`src/rtl/bnn_layer_engine_pkg.sv`:
```
// Shared types for the binary fully-connected layer engine: FSM encoding and
// the popcount width helper used by the top and the XNOR/popcount datapath.
package bnn_layer_engine_pkg;

  typedef enum logic [2:0] {
    ST_IDLE   = 3'd0,
    ST_RUN    = 3'd1,
    ST_DRAIN  = 3'd2,
    ST_DECIDE = 3'd3,
    ST_WRITE  = 3'd4,
    ST_FIN    = 3'd5
  } state_t;

  localparam int unsigned DEF_LANES      = 32'd8;
  localparam int unsigned DEF_W_ADDR_LEN = 32'd20;
  localparam int unsigned DEF_X_ADDR_LEN = 32'd10;
  localparam int unsigned DEF_CNT_LEN    = 32'd12;

  function automatic int unsigned pop_width(input int unsigned lanes);
    return $clog2(lanes + 32'd1);
  endfunction

endpackage

```
`src/rtl/bnn_xnor_popcount.sv`:
```
// Combinational XNOR match count of one activation word against one weight
// word, restricted to the lanes enabled by mask.
module bnn_xnor_popcount
  import bnn_layer_engine_pkg::*;
#(
  parameter int LANES = DEF_LANES,
  parameter int CW    = pop_width(LANES)
) (
  input  logic [LANES-1:0] x,
  input  logic [LANES-1:0] w,
  input  logic [LANES-1:0] mask,
  output logic [CW-1:0]    count
);

  logic [LANES-1:0] match_s;
  logic [CW-1:0]    sum_s;

  assign match_s = ~(x ^ w) & mask;

  // Sum of matching lanes.
  always_comb begin
    sum_s = CW'(0);
    for (int i = 0; i < LANES; i++) begin
      sum_s = sum_s + CW'(match_s[i]);
    end
  end

  assign count = sum_s;

endmodule

```
`src/rtl/bnn_layer_engine.sv`:
```
// One binary fully-connected layer: streams weight/activation words, accumulates
// XNOR popcounts per neuron, thresholds the score and packs result bits to X mem.
module bnn_layer_engine
  import bnn_layer_engine_pkg::*;
#(
  parameter int LANES      = DEF_LANES,
  parameter int W_ADDR_LEN = DEF_W_ADDR_LEN,
  parameter int X_ADDR_LEN = DEF_X_ADDR_LEN,
  parameter int CNT_LEN    = DEF_CNT_LEN
) (
  input  logic                    clk,
  input  logic                    rst,
  input  logic                    start,
  input  logic [CNT_LEN-1:0]      n_in,
  input  logic [CNT_LEN-1:0]      n_out,
  input  logic [W_ADDR_LEN-1:0]   w_base,
  input  logic [X_ADDR_LEN-1:0]   x_base,
  input  logic [X_ADDR_LEN-1:0]   y_base,
  input  logic signed [CNT_LEN+1:0] thresh,
  output logic                    busy,
  output logic                    done,
  output logic [W_ADDR_LEN-1:0]   w_addr,
  output logic                    w_rq,
  input  logic [LANES-1:0]        w_rdata,
  output logic [X_ADDR_LEN-1:0]   x_addr,
  output logic                    x_rq,
  input  logic [LANES-1:0]        x_rdata,
  output logic                    x_wq,
  output logic [LANES-1:0]        x_wdata
);

  localparam int CW = pop_width(LANES);
  localparam int LW = (LANES > 1) ? $clog2(LANES) : 1;
  localparam logic [LW-1:0] LANE_LAST = LW'(LANES - 1);

  state_t                   state_r;
  logic [CNT_LEN-1:0]       n_in_r, n_out_r, nw_r, k_r, o_r, acc_r;
  logic [X_ADDR_LEN-1:0]    x_base_r, y_ptr_r;
  logic signed [CNT_LEN+1:0] thresh_r;
  logic [LANES-1:0]         mask_last_r, buf_r;
  logic [LW-1:0]            lane_r;
  logic                     rd_vld_r, rd_first_r, rd_last_r;

  logic [CNT_LEN-1:0]       nw_s, rem_s;
  logic [LANES-1:0]         mask_last_s, mask_s, buf_next_s;
  logic [CW-1:0]            cnt_s;
  logic signed [CNT_LEN+1:0] score_s;
  logic                     fire_s, k_last_s, o_last_s, word_end_s, dims_zero_s;

  // Word count and last-word lane mask derived from the live n_in at start.
  always_comb begin
    nw_s  = CNT_LEN'(({1'b0, n_in} + (CNT_LEN+1)'(LANES - 1)) / (CNT_LEN+1)'(LANES));
    rem_s = n_in % CNT_LEN'(LANES);
    for (int i = 0; i < LANES; i++) begin
      mask_last_s[i] = (rem_s == CNT_LEN'(0)) || (CNT_LEN'(i) < rem_s);
    end
  end

  // Per-cycle datapath decisions: mask, score, threshold and packer update.
  always_comb begin
    if (rd_last_r) begin
      mask_s = mask_last_r;
    end else begin
      mask_s = {LANES{1'b1}};
    end
    score_s            = $signed({1'b0, acc_r, 1'b0}) - $signed({2'b00, n_in_r});
    fire_s             = (score_s >= thresh_r);
    buf_next_s         = buf_r;
    buf_next_s[lane_r] = fire_s;
    k_last_s           = (k_r == nw_r - CNT_LEN'(1));
    o_last_s           = (o_r == n_out_r - CNT_LEN'(1));
    word_end_s         = (lane_r == LANE_LAST) || o_last_s;
    dims_zero_s        = (n_in == CNT_LEN'(0)) || (n_out == CNT_LEN'(0));
  end

  bnn_xnor_popcount #(.LANES(LANES), .CW(CW)) u_popcount (
    .x     (x_rdata),
    .w     (w_rdata),
    .mask  (mask_s),
    .count (cnt_s)
  );

  // Read-data pipeline: read data lands one cycle after the request.
  always_ff @(posedge clk or negedge rst) begin
    if (!rst) begin
      rd_vld_r   <= 1'b0;
      rd_first_r <= 1'b0;
      rd_last_r  <= 1'b0;
      acc_r      <= CNT_LEN'(0);
    end else begin
      rd_vld_r   <= (state_r == ST_RUN);
      rd_first_r <= (state_r == ST_RUN) && (k_r == CNT_LEN'(0));
      rd_last_r  <= (state_r == ST_RUN) && k_last_s;
      if (rd_vld_r) begin
        if (rd_first_r) begin
          acc_r <= CNT_LEN'(cnt_s);
        end else begin
          acc_r <= acc_r + CNT_LEN'(cnt_s);
        end
      end
    end
  end

  // Layer sequencer with registered memory strobes, addresses and status.
  always_ff @(posedge clk or negedge rst) begin
    if (!rst) begin
      state_r     <= ST_IDLE;
      busy        <= 1'b0;
      done        <= 1'b0;
      w_addr      <= W_ADDR_LEN'(0);
      w_rq        <= 1'b0;
      x_addr      <= X_ADDR_LEN'(0);
      x_rq        <= 1'b0;
      x_wq        <= 1'b0;
      x_wdata     <= LANES'(0);
      n_in_r      <= CNT_LEN'(0);
      n_out_r     <= CNT_LEN'(0);
      nw_r        <= CNT_LEN'(0);
      k_r         <= CNT_LEN'(0);
      o_r         <= CNT_LEN'(0);
      x_base_r    <= X_ADDR_LEN'(0);
      y_ptr_r     <= X_ADDR_LEN'(0);
      thresh_r    <= (CNT_LEN+2)'(0);
      mask_last_r <= LANES'(0);
      buf_r       <= LANES'(0);
      lane_r      <= LW'(0);
    end else begin
      done <= 1'b0;
      case (state_r)
        ST_IDLE: begin
          if (start) begin
            n_in_r      <= n_in;
            n_out_r     <= n_out;
            nw_r        <= nw_s;
            x_base_r    <= x_base;
            y_ptr_r     <= y_base;
            thresh_r    <= thresh;
            mask_last_r <= mask_last_s;
            k_r         <= CNT_LEN'(0);
            o_r         <= CNT_LEN'(0);
            lane_r      <= LW'(0);
            buf_r       <= LANES'(0);
            if (dims_zero_s) begin
              state_r <= ST_FIN;
              done    <= 1'b1;
            end else begin
              state_r <= ST_RUN;
              busy    <= 1'b1;
              w_rq    <= 1'b1;
              x_rq    <= 1'b1;
              w_addr  <= w_base;
              x_addr  <= x_base;
            end
          end
        end
        ST_RUN: begin
          if (k_last_s) begin
            state_r <= ST_DRAIN;
            w_rq    <= 1'b0;
            x_rq    <= 1'b0;
          end else begin
            k_r    <= k_r + CNT_LEN'(1);
            w_addr <= w_addr + W_ADDR_LEN'(1);
            x_addr <= x_addr + X_ADDR_LEN'(1);
          end
        end
        ST_DRAIN: begin
          state_r <= ST_DECIDE;
        end
        ST_DECIDE: begin
          if (word_end_s) begin
            state_r <= ST_WRITE;
            x_wq    <= 1'b1;
            x_addr  <= y_ptr_r;
            x_wdata <= buf_next_s;
            buf_r   <= LANES'(0);
          end else begin
            buf_r   <= buf_next_s;
            state_r <= ST_RUN;
            o_r     <= o_r + CNT_LEN'(1);
            lane_r  <= lane_r + LW'(1);
            k_r     <= CNT_LEN'(0);
            w_rq    <= 1'b1;
            x_rq    <= 1'b1;
            w_addr  <= w_addr + W_ADDR_LEN'(1);
            x_addr  <= x_base_r;
          end
        end
        ST_WRITE: begin
          x_wq    <= 1'b0;
          y_ptr_r <= y_ptr_r + X_ADDR_LEN'(1);
          if (o_last_s) begin
            state_r <= ST_FIN;
            busy    <= 1'b0;
            done    <= 1'b1;
          end else begin
            state_r <= ST_RUN;
            o_r     <= o_r + CNT_LEN'(1);
            lane_r  <= LW'(0);
            k_r     <= CNT_LEN'(0);
            w_rq    <= 1'b1;
            x_rq    <= 1'b1;
            w_addr  <= w_addr + W_ADDR_LEN'(1);
            x_addr  <= x_base_r;
          end
        end
        ST_FIN: begin
          state_r <= ST_IDLE;
        end
        default: begin
          state_r <= ST_IDLE;
          busy    <= 1'b0;
          w_rq    <= 1'b0;
          x_rq    <= 1'b0;
          x_wq    <= 1'b0;
        end
      endcase
    end
  end

endmodule

```
`config.mk`:
```
export PLATFORM = sky130hd
export DESIGN_NAME = bnn_layer_engine
export DESIGN_NICKNAME = d
export VERILOG_FILES = /design/src/rtl/bnn_layer_engine_pkg.sv /design/src/rtl/bnn_xnor_popcount.sv /design/src/rtl/bnn_layer_engine.sv
export SDC_FILE = /design/constraint.sdc
export NUM_CORES = 1
export LEC_CHECK = 0
export CAP_MARGIN = 15
export CORE_MARGIN = 3
export CORE_UTILIZATION = 52
export CTS_BUF_LIST = sky130_fd_sc_hd__clkbuf_4 sky130_fd_sc_hd__clkbuf_8
export DETAILED_ROUTE_END_ITERATION = 10
export GPL_TIMING_DRIVEN = 0
export PLACE_DENSITY_LB_ADDON = 0.1
export SLEW_MARGIN = 30
export SYNTH_ARGS = -nofsm -noshare
export SYNTH_HDL_FRONTEND = slang
export SYNTH_SLANG_ARGS = --single-unit
export TNS_END_PERCENT = 1
```
`constraint.sdc`:
```
create_clock -name clk -period 4.8 [get_ports clk]
set_input_delay 0.48 -clock clk [delete_from_list [all_inputs] [get_ports clk]]
set_output_delay 0.48 -clock clk [all_outputs]
set_load 0.05 [all_outputs]
```
Yosys cells after proc, flatten, opt, wreduce, memory -nomap -nowiden
Index checks and enable logic that the tools add are counted.

Output and inout port bits: 43. Bits of input ports: 97. Flip-flop bits (word level): 171.

Reductions and logical operators: 37. $lt $le $gt $ge: 11. Mux-type cells: 54. Add/subtract/negate cells: 18. Bitwise gates (word level): 6. Equal/unequal tests: 16.

Operators by type and width (count): 20-bit 2-to-1 mux (5); 12-bit 2-to-1 mux (7); 20-bit one-hot mux with 4 select lines (1); 10-bit 2-to-1 mux (6); 12-bit logical NOT (4); 12-bit one-hot mux with 4 select lines (1); 10-bit one-hot mux with 4 select lines (1); 12-bit one-hot mux with 3 select lines (1); 12-bit by 1-bit adder with 12-bit output, second input constant (2); 4-bit by 1-bit adder with 4-bit output (6); 12-bit == test (2); 3-bit 2-to-1 mux (8); 8-bit 2-to-1 mux (3); 10-bit by 1-bit adder with 10-bit output, second input constant (2); 20-bit by 1-bit adder with 20-bit output, second input constant (1); 10-bit one-hot mux with 2 select lines (1); 2-bit inequality test, second input constant (8); 8-bit one-hot mux with 2 select lines (1); 3-bit one-hot mux with 5 select lines (1); 14-bit >= comparator (1); 13-bit by 12-bit subtractor with 14-bit output (1); 12-bit by 3-bit adder with 13-bit output, second input constant (1); 12-bit by 4-bit adder with 12-bit output (1); 3-bit < comparator, first input constant (4); 34 further kinds (73).

Logic depth before layout (Yosys ltp)
Depth after elaboration: 12. Depth in mapped cells: 21. Gate-level depth less buffers: 21.

By module
Synthesis repeated with hierarchy kept, for this count alone.

Cell total of the unflattened synthesis: 1221. Area total of the unflattened synthesis: 10730.3 µm².

Modules (own cells, without submodules): bnn_layer_engine (cells each 1188, sequential area each 4279.1 µm², instances 1, area an instance 10451.3 µm²); bnn_xnor_popcount (cells each 33, sequential area each 0.0 µm², instances 1, area an instance 279.0 µm²).

Worst setup path before layout
No wires, ideal clock.

Path type: input to register. From: input w_rdata[1]. To: register acc_r[9]. Cell stages on the path: 21. Library setup time: 0.139 ns. Slack: 0.456 ns. Buffers on the path: 0. Data arrival time: 4.206 ns. Cells stage by stage: inv_1 > o22ai_1 > a21oi_1 > ha_1 > inv_1 > fa_1 > fa_1 > inv_1 > fa_1 > inv_1 > fa_1 > inv_1 > ha_1 > a21o_1 > a21oi_1 > nor2b_1 > nor2_1 > nor2_1 > nand3_1 > xor2_1 > a21oi_1.

Word-level cells in the longest chain between the ends: 12.

Ends and longest elaborated chain: start, declared (RTL line bnn_layer_engine.sv:24) `input logic [LANES-1:0] w_rdata,`; 8-bit bitwise XOR (RTL line bnn_xnor_popcount.sv:18) `assign match_s = ~(x ^ w) & mask;`; 8-bit inverter (RTL line bnn_xnor_popcount.sv:18); 8-bit AND (RTL line bnn_xnor_popcount.sv:18); 1-bit by 1-bit adder with 2-bit output (RTL line bnn_xnor_popcount.sv:24) `sum_s = sum_s + CW'(match_s[i]);`; 4-bit by 1-bit adder with 4-bit output (6 in series) (RTL line bnn_xnor_popcount.sv:24); 12-bit by 4-bit adder with 12-bit output (RTL line bnn_layer_engine.sv:98) `acc_r <= acc_r + CNT_LEN'(cnt_s);`; 12-bit 2-to-1 mux (RTL line bnn_layer_engine.sv:95) `if (rd_first_r) begin`; end signal, assigned (RTL line bnn_layer_engine.sv:96) `acc_r <= CNT_LEN'(cnt_s);`; end signal, assigned (RTL line bnn_layer_engine.sv:98); end, declared (RTL line bnn_layer_engine.sv:37) `logic [CNT_LEN-1:0] n_in_r, n_out_r, nw_r, k_r, o_r, acc_r;`.

Every way passes these cells. A chain may end at the register's enable or synchronous reset.

Worst setup path in the final report
From: input w_rdata[1]. To: register acc_r[11].

Same word-level chain as after synthesis.

==> results.sh <==
export IMPL_finalHoldViolCount=0
export IMPL_tightest_slew_ns=0.816
export IMPL_regToRegSetupSlack_ns=0.40
export IMPL_hpwlAfterDp_um=22700
export IMPL_ys_flop_type="dfrtp_1"
export IMPL_gr_usage_met2=0.453
export IMPL_worst_ep_arrival_time_ns=4.81
export IMPL_synth_top_cell_area_share=0.394
export IMPL_grt_max_degree=83
export IMPL_grt_pass1_wl_um=48700
export IMPL_die_w_um=151
export IMPL_pre_cts_ws_ns=-0.312
export IMPL_drive_gt1_frac=0.0595
export IMPL_p_leak_nw=5.85
export IMPL_synth_most_common_cell="nand2_1"
export IMPL_syn2layout_area_growth_pct=20.7
export IMPL_crit_path_max_fanout=3
export IMPL_skew_ns=0.0124
export IMPL_drt_pass1_iter_count=6
export IMPL_fmax_ghz=0.223
export IMPL_grt_ovfl_total=0
export IMPL_place_inst=1682
export IMPL_placed_area_mm2=0.0126
export IMPL_yosysTopAreaCell="dfrtp_1"
export IMPL_layout_setup_ws_ns=0.325
export IMPL_worst_r2r_cell_count=21
export IMPL_setup_tns_ns=0
export IMPL_syn_avg_cell_area_um2=8.54
export IMPL_worstHoldPathType="in -> reg"
export IMPL_start_util=0.534
export IMPL_routed_wl_um=30700
export IMPL_antenna_found_initial=0
export IMPL_die_h_um=151
export IMPL_synth_cells=1273
export IMPL_use_met1=0.362
export IMPL_setup_viol=0
export IMPL_yosysSeqAreaShare=0.394
export IMPL_fin_nets=1578
export IMPL_min_period_ns=4.47
export IMPL_slew_headroom=0.454
export IMPL_antenna_left=0
export IMPL_synth_common_cells="nand2_1, dfrtp_1, o21ai_0"
export IMPL_synth_area_leaders="dfrtp_1, nand2_1, ha_1, o21ai_0, a21oi_1"
export IMPL_maxCapViolations=0
export IMPL_cts_max_level=4
export IMPL_num_antenna_cells=0
export IMPL_holdPathStages=2
export IMPL_crit_start="w_rdata[1]"
export IMPL_gp_congestion=0.896
export IMPL_whs_ns=0.378
export IMPL_cp_start_kind="input port"
export IMPL_ios=140
export IMPL_core_area_mm2=0.0204
export IMPL_fp_row_count=52
export IMPL_synth_seq_cells=171
export IMPL_clock_root_buffer="clkbuf_8"
export IMPL_ys_warnings_count=0
export IMPL_numCtsBuffers=17
export IMPL_drc=0
export IMPL_final_util=0.644
export IMPL_crit_reg2reg_capture="acc_r[11]"
export IMPL_busiest_layer="met2"
export IMPL_cts_max_path_buffers=2
export IMPL_path_clk_slew_ns=0.09
export IMPL_clkLatencyLatePin_ns=0.48
export IMPL_async_flop_share=1.00
export IMPL_synth_edf_count=0
export IMPL_status="complete, no violations"
export IMPL_post_route_period_util=0.932
export IMPL_ys_types=82
export IMPL_portBuffers=136
export IMPL_use_met3=0.0349
export IMPL_synth_area_mm2=0.0109
export IMPL_peakVddDrop_uv=190
export IMPL_critPathCapture="acc_r[11]"
export IMPL_cp_required_ns=5.14
export IMPL_track_usage=0.270
export IMPL_clock_sinks=171
export IMPL_synth_fp_nets=1418
export IMPL_reg2reg_from="rd_last_r"
export IMPL_wl_per_cell_um=17.9
export IMPL_design_area_mm2=0.0131
export IMPL_dieArea_mm2=0.0227
export IMPL_first_iter_violations=958
export IMPL_via_per_inst=5.93
export IMPL_critPathCaptureType="flip-flop"
export IMPL_drv_slew=0
export IMPL_vias=10200
export IMPL_grt_pass1_vias=9716
export IMPL_critPathKind="in -> reg"
export IMPL_cts_tree="yes"
export IMPL_final_cell_count_no_fill=1716
export IMPL_power_density_mw_per_mm2=218
export IMPL_power_mw=2.86
## power breakdown
group          leakage (nW)  switching [mW]  internal [mW]
combinational          3.45           0.138          0.148
sequential             2.18         0.00140           1.44
clock                 0.219           0.575          0.556
total                  5.85           0.714           2.14
## how the worst min path moves through the flow
stage / start / end / slack [ns]
3_3_place_gp: mask_last_r[0] / mask_last_r[0] / 0.42
3_5_place_dp: rst / thresh_r[6] / 0.34
5_1_grt: rst / thresh_r[6] / 0.43
2_1_floorplan: rst / acc_r[0] / 0.18
6_report: n_in[0] / mask_last_r[1] / 0.38
4_1_cts: n_in[0] / mask_last_r[1] / 0.37
## layout make-up
cell class	count	area (um2)
fillers	1775	7250
multi-input cells	975	6090
flip-flops and latches	171	4280
repair buffers	141	1440
well taps	270	338
plain buffers	64	302
clock buffers	20	269
inverters	63	236
clock inverters	12	163
## cells by family (layout without fill, tap and decap cells)
| family | after synthesis | count (layout) | synth area share |
|---|---|---|---|
| AO/OA/AOI/OAI | 340 | 340 | 0.199 |
| AND/OR/NAND/NOR | 492 | 492 | 0.217 |
| XOR/XNOR | 58 | 58 | 0.0467 |
| flip-flops | 171 | 171 | 0.394 |
| buffers and inverters | 127 | 300 | 0.0495 |
| multiplexers | 37 | 37 | 0.0352 |
| adder cells (fa/ha/maj) | 48 | 48 | 0.0594 |
## per-layer routing
metal	share of wire	routed length (um)	vias up
met1	0.43	13300	4862
met5	0	0	-
met2	0.49	15000	372
met3	0.053	1640	64
met4	0.025	769	0
li1	-	-	4875
## registers in the layout (all words and copies together), names as in the netlist, 3 cells and up
register / cells
acc_r: 12
buf_r: 8
k_r: 12
lane_r: 3
mask_last_r: 8
n_in_r: 12
n_out_r: 12
nw_r: 10
o_r: 12
state_r: 3
thresh_r: 14
w_addr: 20
x_addr: 10
x_base_r: 10
x_wdata: 8
y_ptr_r: 10
## timing repair
action / 4_1_cts / 5_1_grt
hold buffers: 1 / 0
hold endpoints to repair: 26 / 0
setup buffers: 0 / 1
resized for setup: 0 / 5
endpoints found under the setup margin: 0 / 6
## cells in the final DEF (no fill, tap or decap), drive strengths merged, types with 12 or more instances in the layout
cell / count
nand2: 194
dfrtp: 171
clkdlybuf4s50: 135
o21ai: 105
nor2: 92
a21oi: 80
clkbuf: 66
inv: 65
nand3: 54
ha: 42
xnor2: 33
nor3: 31
mux2i: 27
a31oi: 27
xor2: 25
buf: 23
and3: 18
o31ai: 18
o22ai: 17
nand4: 15
nand2b: 12
nand3b: 12
## worst max-delay path, stage by stage
cell	delay (ns)
clkdlybuf4s50_1	0.45
inv_1	0.04
o22ai_1	0.15
a21oi_1	0.06
ha_1	0.27
inv_1	0.05
fa_1	0.50
fa_1	0.54
inv_1	0.05
fa_1	0.43
inv_1	0.08
fa_1	0.40
inv_1	0.13
ha_1	0.24
a21o_1	0.17
a21oi_2	0.15
nor2b_1	0.08
nor2_2	0.16
nor2_2	0.08
nand3_1	0.10
xor2_1	0.15
a21oi_1	0.06
(Power assumes the default switching activity.)
==> RTL change (same flow settings) <==
Add an input register stage for `x_base`; this delays it by one clock. The other inputs are not delayed to match.
--- a/src/rtl/bnn_layer_engine.sv
+++ b/src/rtl/bnn_layer_engine.sv
@@ -35,2 +35,12 @@
 
+  logic [X_ADDR_LEN-1:0] x_base_q;
+
+  always_ff @(posedge clk or negedge rst) begin
+    if (!rst) begin
+      x_base_q <= '0;
+    end else begin
+      x_base_q <= x_base;
+    end
+  end
+
   state_t                   state_r;
@@ -134,3 +144,3 @@
             nw_r        <= nw_s;
-            x_base_r    <= x_base;
+            x_base_r    <= x_base_q;
             y_ptr_r     <= y_base;
@@ -151,3 +161,3 @@
               w_addr  <= w_base;
-              x_addr  <= x_base;
+              x_addr  <= x_base_q;
             end
Formal check against the unedited RTL: not equivalent (a bounded check fails within 4 cycles, from zero or initial values and one cycle with rst low).
==> RTL change against the original RTL <==
Global-route usage decreased by 0.92 points. Cell area decreased by 1.3%. Die area down 1.4%. Fmax down 2.9%. Critical path depth decreased by 1. Routed wire length down 6.5%. Non-clock buffer count down 3. Sequential cell count increased by 10. Hold slack better by 0.020 ns. Synthesized area fell by 1.5%. Worst setup slack worse by 0.13 ns. Critical path type unchanged. Critical endpoint unchanged. Largest cell class unchanged. Highest routed layer unchanged.
Power is not compared: it rests on default switching activity, and its combinational part moved more than twofold at a synthesized area within 25%.
==> RTL change: results (changes against the original RTL) <==
The run finished with clean final reports. The average vias per placed instance is 5.79 (-2.4%). Ranked by total cell area, the synthesized netlist is headed by sky130_fd_sc_hd__dfrtp_1 (42%), sky130_fd_sc_hd__nand2_1 (7.4%), sky130_fd_sc_hd__ha_1 (4.9%), sky130_fd_sc_hd__o21ai_0 (4.7%), sky130_fd_sc_hd__a21oi_1 (3.6%). The logs give 929 (-4.7%) for the count of multi-input combinational gates and 42.3% (+2.9 points) for the sequential element share of the synthesized area. The met2 capacity usage during global routing was 41.2% (-4.1 points); the met2 layer wire length in the routed design was 13.1 mm (-12%). For the final standard cell count with taps included and fillers excluded, the log shows 1676 (-2.3%).

The buffering overhead is 13.3% (-0.041 points). The internal reg-to-reg setup slack is 0.25 ns (-0.15 ns), and the pre-CTS setup slack is -0.532 ns (-0.220 ns). The cell area after synthesis is 10700 um^2 (-1.5%).

The clock period minus worst slack is 4.61 ns (+0.133 ns). The run gives 5.42% (+1.9 points) as the fraction of met3 tracks used by global routing. For the storage element area, the log shows 4530 um^2 (+5.8%).

The via count of the first global-routing pass is 9381 (-3.4%). Number of buffer cells added on primary ports: 138 (+1.5%). The logs give 1382 (-2.5%) for the net count after synthesis and 5710 um^2 (-6.1%) for the multi-input logic area.

The logs give 21.5 mm (-5.3%) for the detailed placement HPWL and 26.1% (-0.92 points) for the all-layer global routing usage. The run gives 1672 (-5.8%) as the filler cell count in the final layout. The average wire per cell in the routed design was 17.1 um (-4.2%); the met1 usage was 36.6% (+0.41 points). The critical path starts at w_rdata[0]. The clock network area share is 3.08% (-0.21 points), and the mean area per synthesized cell is 8.66 um^2 (+1.4%). The path with the worst hold slack has its endpoint at mask_last_r[5]. The number of cells after detailed placement came out at 1642 (-2.4%). The synthesis-to-finish area growth is 20.9%, and the detailed-route wire length on metal 1 is 12.9 mm (-3.0%). The layout inverter count without the clock tree is 67 (+6.3%), and the leakage component of the power is 5.71 nW.

The share of cells above drive strength 1 is 5.74% (-0.21 points), and the pin count of the biggest net entering global routing is 81 (-2.4%). The run gives 1543 (-2.2%) as the post-layout net count. The slew at the pin closest to its max-slew limit was 0.957 ns (+0.141 ns).

Launch instance of the worst min-delay path: n_in[1]. The layout buffer count excluding clock buffers was 202 (-1.5%). The first-pass GRT wire length is 46.6 mm (-4.3%). For the number of unique standard cell types used by synthesis, the log shows 78 (-4.9%). The routability congestion estimate from global placement is 0.922 (+2.9%). Arrival time of the worst setup path: 4.95 ns (+0.14 ns).

The run gives 706 (-26%) as the count of routing violations after the opening detailed-route iteration. Layout sequential cell count: 181 (+5.8%). In the synthesized netlist, the cells that appear most often are sky130_fd_sc_hd__nand2_1 (212), sky130_fd_sc_hd__dfrtp_1 (181), sky130_fd_sc_hd__nor2_1 (101), sky130_fd_sc_hd__o21ai_0 (101), sky130_fd_sc_hd__a21oi_1 (76). The post-placement cell area came out at 12500 um^2 (-1.3%). The most used flip-flop cell after synthesis is sky130_fd_sc_hd__dfrtp_1.
## RTL change: what timing repair did
item / 4_1_cts / 5_1_grt
hold endpoints to repair: 37 / 0
setup buffers: 0 / 1
pin swaps: 0 / 4
gates resized for setup: 2 / 8
hold buffers: 1 / 0
setup endpoints to repair: 5 / 15
## RTL change: cell families (layout without fill, tap and decap cells)
kind of cell	count (synthesis)	count (layout)	share of synthesized area [%]
flip-flops	181	181	42.3
AND/OR/NAND/NOR	491	491	21.4
XOR/XNOR	74	74	6.18
adder cells (fa/ha/maj)	48	48	6.03
buffers and inverters	127	301	4.76
AO/OA/AOI/OAI	293	293	17.1
multiplexers	23	23	2.28
## RTL change: metrics by stage
step | total power [W] | hold WS [ns]
2_1_floorplan | 0.00587 | 0.184
3_3_place_gp | 0.00701 | 0.424
3_5_place_dp | 0.00713 | 0.384
4_1_cts | 0.00822 | 0.375
5_1_grt | 0.00897 | 0.400
6_report | 0.00827 | 0.398
